<file path="src/rtl/voice_allocator.sv">
// Polyphonic voice allocator: maps note-on/off events onto NCO voices with retrigger/free/LRU-steal priority.
// Note-on: ROM_LAT+2 edges from accept to voice outputs; note-off: 1 edge. ev_ready low while an event is in flight.
module voice_allocator #(
    parameter int NUM_VOICES = 4,
    parameter int NOTE_W     = 7,
    parameter int FREQ_W     = 24,
    parameter int ROM_LAT    = 1
) (
    input  logic                         Clk,
    input  logic                         Reset,
    input  logic                         ev_valid,
    output logic                         ev_ready,
    input  logic                         ev_on,
    input  logic [NOTE_W-1:0]            ev_note,
    input  logic                         all_off,
    output logic [NOTE_W-1:0]            rom_addr,
    input  logic [FREQ_W-1:0]            rom_data,
    output logic [NUM_VOICES*FREQ_W-1:0] voice_freq,
    output logic [NUM_VOICES-1:0]        voice_gate,
    output logic [NUM_VOICES-1:0]        voice_load,
    output logic                         busy
);

    localparam int IW = $clog2(NUM_VOICES);
    localparam int LW = (ROM_LAT > 1) ? $clog2(ROM_LAT) : 1;

    typedef enum logic [1:0] {S_IDLE, S_SEARCH, S_LOOKUP, S_WRITE} state_t;

    state_t                               state_q, state_d;
    logic                                 on_q, on_d;
    logic [NOTE_W-1:0]                    note_q, note_d;
    logic [IW-1:0]                        tgt_q, tgt_d;
    logic [LW-1:0]                        cnt_q, cnt_d;
    logic [NOTE_W-1:0]                    rom_addr_q, rom_addr_d;
    logic [NUM_VOICES-1:0][FREQ_W-1:0]    freq_q, freq_d;
    logic [NUM_VOICES-1:0][NOTE_W-1:0]    vnote_q, vnote_d;
    logic [NUM_VOICES-1:0][IW-1:0]        rank_q, rank_d;
    logic [NUM_VOICES-1:0]                gate_q, gate_d;
    logic [NUM_VOICES-1:0]                load_q, load_d;

    logic          hit_vld, free_vld;
    logic [IW-1:0] hit_idx, free_idx, old_idx, tsel;

    // Descending scan so the lowest matching index wins.
    always_comb begin
        hit_vld  = 1'b0;
        hit_idx  = '0;
        free_vld = 1'b0;
        free_idx = '0;
        old_idx  = '0;
        for (int i = NUM_VOICES - 1; i >= 0; i--) begin
            if (gate_q[i] && (vnote_q[i] == note_q)) begin
                hit_vld = 1'b1;
                hit_idx = IW'(i);
            end
            if (!gate_q[i]) begin
                free_vld = 1'b1;
                free_idx = IW'(i);
            end
            if (rank_q[i] == IW'(NUM_VOICES - 1)) begin
                old_idx = IW'(i);
            end
        end
    end

    always_comb begin
        state_d    = state_q;
        on_d       = on_q;
        note_d     = note_q;
        tgt_d      = tgt_q;
        cnt_d      = cnt_q;
        rom_addr_d = rom_addr_q;
        freq_d     = freq_q;
        vnote_d    = vnote_q;
        rank_d     = rank_q;
        gate_d     = gate_q;
        load_d     = '0;
        tsel       = hit_vld ? hit_idx : (free_vld ? free_idx : old_idx);
        ev_ready   = (state_q == S_IDLE) && !all_off;

        case (state_q)
            S_IDLE: begin
                if (ev_valid && ev_ready) begin
                    on_d    = ev_on;
                    note_d  = ev_note;
                    state_d = S_SEARCH;
                end
            end
            S_SEARCH: begin
                if (!on_q) begin
                    if (hit_vld) gate_d[hit_idx] = 1'b0;
                    state_d = S_IDLE;
                end else begin
                    tgt_d      = tsel;
                    rom_addr_d = note_q;
                    cnt_d      = '0;
                    for (int i = 0; i < NUM_VOICES; i++) begin
                        if (IW'(i) == tsel) begin
                            rank_d[i] = '0;
                        end else if (rank_q[i] < rank_q[tsel]) begin
                            rank_d[i] = rank_q[i] + 1'b1;
                        end
                    end
                    state_d = S_LOOKUP;
                end
            end
            S_LOOKUP: begin
                if (cnt_q == LW'(ROM_LAT - 1)) state_d = S_WRITE;
                else                           cnt_d   = cnt_q + 1'b1;
            end
            S_WRITE: begin
                freq_d[tgt_q]  = rom_data;
                vnote_d[tgt_q] = note_q;
                gate_d[tgt_q]  = 1'b1;
                load_d[tgt_q]  = 1'b1;
                state_d        = S_IDLE;
            end
            default: state_d = S_IDLE;
        endcase

        // Panic release: abort whatever is in flight but keep LRU history and frequencies.
        if (all_off) begin
            gate_d  = '0;
            load_d  = '0;
            freq_d  = freq_q;
            vnote_d = vnote_q;
            rank_d  = rank_q;
            state_d = S_IDLE;
        end
    end

    always_ff @(posedge Clk) begin
        if (Reset) begin
            state_q    <= S_IDLE;
            on_q       <= 1'b0;
            note_q     <= '0;
            tgt_q      <= '0;
            cnt_q      <= '0;
            rom_addr_q <= '0;
            freq_q     <= '0;
            vnote_q    <= '0;
            gate_q     <= '0;
            load_q     <= '0;
            for (int i = 0; i < NUM_VOICES; i++) rank_q[i] <= IW'(i);
        end else begin
            state_q    <= state_d;
            on_q       <= on_d;
            note_q     <= note_d;
            tgt_q      <= tgt_d;
            cnt_q      <= cnt_d;
            rom_addr_q <= rom_addr_d;
            freq_q     <= freq_d;
            vnote_q    <= vnote_d;
            gate_q     <= gate_d;
            load_q     <= load_d;
            rank_q     <= rank_d;
        end
    end

    assign rom_addr   = rom_addr_q;
    assign voice_freq = freq_q;
    assign voice_gate = gate_q;
    assign voice_load = load_q;
    assign busy       = ~ev_ready;

endmodule

</file>
<file path="config.mk">
export PLATFORM = sky130hd
export DESIGN_NAME = voice_allocator
export DESIGN_NICKNAME = d
export VERILOG_FILES = /design/src/rtl/voice_allocator.sv
export SDC_FILE = /design/constraint.sdc
export NUM_CORES = 1
export LEC_CHECK = 0
export CORE_AREA = 2 2 152 154
export CTS_CLUSTER_SIZE = 8
export DETAILED_ROUTE_END_ITERATION = 10
export DIE_AREA = 0 0 154 156
export PLACE_DENSITY = 0.56
export SKIP_CTS_REPAIR_TIMING = 1
export SYNTH_ARGS = -nofsm -noshare
export SYNTH_HDL_FRONTEND = slang
export SYNTH_SLANG_ARGS = --single-unit
</file>
<file path="constraint.sdc">
create_clock -name Clk -period 3.1 [get_ports Clk]
set_input_delay 0.31 -clock Clk [delete_from_list [all_inputs] [get_ports Clk]]
set_output_delay 0.31 -clock Clk [all_outputs]
set_load 0.1 [all_outputs]
</file>
==> metrics <==
status finished, final reports clean; Hold Path Class in2reg; final-report max-slew violation count 0; final setup vio count 0; Core Footprint 22,400 um^2; placed instance area 8370 um^2; gate count of the mapped netlist around 830; Least-Margin Pin Slew ~1.0 ns; maximum vdd ir drop approximately 0.36 mV; Top FF cell, synth dfxtp_1; largest net degree at the start of global routing 65; post-synthesis net count about 870; Crit Path Class reg2reg; Final Hold Viols 0; layout cells sized above 1 0.122; Worst R2R Setup Slack about 0.18 ns; delay of the slowest critical-path stage roughly 0.48 ns; #FFs+latches synth 159; Via density 4.81; Fmax around 340 MHz; CP max FO 9; post-synthesis cell area around 6600 um^2; min Tclk post-route about 3 ns; Num CTS Buffers 17; Critical Path Start Type register; pwr dens between 400 and 500 nW/um^2; worst-path cell chain ha_1, nor2_1, o311ai_1, and3_1, or3_1, o31ai_4, a221o_1, maj3_2, nor2_1, a211o_1; DR pass1 iterations 5; post-synthesis area per instance ~8.0 um^2; DR DRC count 0; Hold Path Origin Reset; CTS tree yes; via count between 6,000 and 7,000; post-route ant nets 0; Seq/Total Area, Yosys 0.482; Leakage a little over 0.003 uW; first-pass GRT wire length about 33,000 um; initial antenna violation count 0; Async S/R FF share, synth 0; Post-DP HPWL roughly 14,000 um; setup_tns 0 ns; unrepaired setup endpoints after global routing false; Clk pin slew, worst setup/hold paths roughly 0.06 ns; fin nets between 1,000 and 1,500; PortBufs ~150; Final Cell Area 8950 um^2; WHS Endpoint tgt_q[1]$_SDFFE_PP0P_; yosys warns 0; max cap viols 0; commonest cells after routing, fill and taps aside nand2_1, dfxtp_1, a21oi_1, clkdlybuf4s50_1, buf_4; crit-path leading delay family compound AO/OA/AOI/OAI gates; number of top-level pins 149; depth of the worst hold-timing path 2; Synth cell types 60; clk_skew 0.00927 ns; initial DRC count approximately 310; EDFF count, synth 0; Slowest-stage cell, CP o31ai_4; GRT overflow 0; Max-slew headroom 0.323; CP Data Required Time roughly 3.4 ns; Layout Area Growth over Synthesis 35.5%; Critical R2R Launch rank_q[5]$_SDFFE_PP1P_; CP most frequent cell nor2_1; # diodes 0; total power 4370 uW; worst path buffer plus inverter count 0; Die W between 150 and 200 um; die footprint approximately 24,000 um^2; CP Depth 10; Routed Wire Length just over 20,000 um; Worst Path Arrival roughly 3.2 ns; Final GP Congestion about 0.85; Die Y 156 um; leading cell type in the layout, fill and taps excluded nand2_1; mean routed wirelength per cell roughly 16 um; Skew-Pair Late Insertion Delay ~0.43 ns; total track usage 0.173; Final Cycle Share 0.942; vias in the first global route 5,819; RR Endpoint rank_q[7]$_SDFFE_PP1P_; CP endpoint kind register; R2R depth 10; Longest Clk Path Bufs 2; clock root buffer clkbuf_16; H-Tree Depth 4; CTS sink cnt between 150 and 200; Placement Rows 55; worst hold slack roughly 0.41 ns; Initial Util 0.295
## logic make-up (layout without fill, tap and decap cells)
group	count (synthesis)	in the layout	share of synthesized area
flip-flops	159	159	0.482
multiplexers	10	10	0.0151
XOR/XNOR	28	28	0.0411
AND/OR/NAND/NOR	372	372	0.235
AO/OA/AOI/OAI	193	193	0.174
adder cells (fa/ha/maj)	5	5	0.00928
buffers and inverters	64	218	0.0437
## per-stage QoR
step	worst slack [ns]	util	instances
finish	0.180	0.400	1270
global route	0.00496	0.400	1270
CTS	0.210	0.400	1270
detailed placement	0.217	0.374	1238
global placement	0.250	0.374	1238
floorplan	0.134	-	831
## where the power goes
group          switching [uW]  leakage (uW)  internal [uW]
Sequential               13.2       0.00128           2050
Clock                     913      0.000286           1200
Combinational             116       0.00155           78.1
Total                    1040       0.00311           3320
## sequential cells by signal, summed over array words and instances (netlist names), named ones only
| name | cells |
|---|---|
| state_q | 1 |
| tgt_q | 2 |
| on_q | 1 |
| rank_q | 8 |
| rom_addr | 7 |
| note_q | 7 |
| voice_freq | 96 |
| voice_load | 4 |
| vnote_q | 28 |
| voice_gate | 4 |
## final cells by class
| cell class | instances | area (um^2) |
|---|---|---|
| clock inverters | 15 | 159 |
| clock buffers | 17 | 425 |
| flip-flops and latches | 159 | 3190 |
| well taps | 285 | 357 |
| repair buffers | 177 | 1640 |
| multi-input cells | 608 | 3160 |
| inverters | 9 | 33.8 |
| fillers | 2312 | 13400 |
## cell usage after synthesis (2+ instances only)
master / count / area (um^2)
nand2_1: 284 / 1070
dfxtp_1: 159 / 3180
a21oi_1: 145 / 726
clkbuf_1: 44 / 165
nor2_1: 39 / 146
xnor2_1: 20 / 175
nor3_1: 11 / 55.1
mux2i_1: 10 / 100
inv_1: 9 / 33.8
xor2_1: 6 / 52.6
buf_6: 5 / 56.3
o211ai_1: 5 / 37.5
ha_1: 4 / 50.1
nand4_1: 4 / 25.0
o21ai_0: 4 / 20.0
o21ai_1: 4 / 20.0
or2_2: 4 / 25.0
a2111o_1: 3 / 33.8
a211o_1: 3 / 26.3
a211oi_1: 3 / 22.5
a22oi_1: 3 / 22.5
a31oi_1: 3 / 18.8
buf_1: 3 / 11.3
buf_4: 3 / 22.5
nand2_2: 3 / 18.8
nand4b_1: 3 / 26.3
nor2b_1: 3 / 18.8
a22o_1: 2 / 17.5
a32oi_1: 2 / 17.5
and2_1: 2 / 12.5
and3_1: 2 / 12.5
nand2b_1: 2 / 12.5
nand3_1: 2 / 10.0
nor2_2: 2 / 12.5
nor4_2: 2 / 25.0
o2111ai_1: 2 / 17.5
o22ai_1: 2 / 12.5
or3_1: 2 / 12.5
## layer usage
| layer | track usage | up-vias | share of wire |
|---|---|---|---|
| met5 | 0 | - | 0 |
| met4 | 0.0445 | 0 | 0.011 |
| met1 | 0.220 | 2895 | 0.46 |
| li1 | - | 3047 | - |
| met2 | 0.281 | 148 | 0.46 |
| met3 | 0.0586 | 19 | 0.070 |
## how the worst max path moves through the flow
stage	start	endpoint	slack, ns
5_1_grt	note_q[4]$_SDFFE_PP0P_	rank_q[6]$_SDFFE_PP1P_	0.005
4_1_cts	rank_q[5]$_SDFFE_PP1P_	rank_q[7]$_SDFFE_PP1P_	0.21
6_report	rank_q[5]$_SDFFE_PP1P_	rank_q[7]$_SDFFE_PP1P_	0.18
2_1_floorplan	voice_gate[1]$_SDFFE_PP0P_	rank_q[7]$_SDFFE_PP1P_	0.13
3_3_place_gp	rank_q[5]$_SDFFE_PP1P_	rank_q[7]$_SDFFE_PP1P_	0.25
3_5_place_dp	rank_q[5]$_SDFFE_PP1P_	rank_q[7]$_SDFFE_PP1P_	0.22
Note: power is estimated with default switching activity, not from simulation.
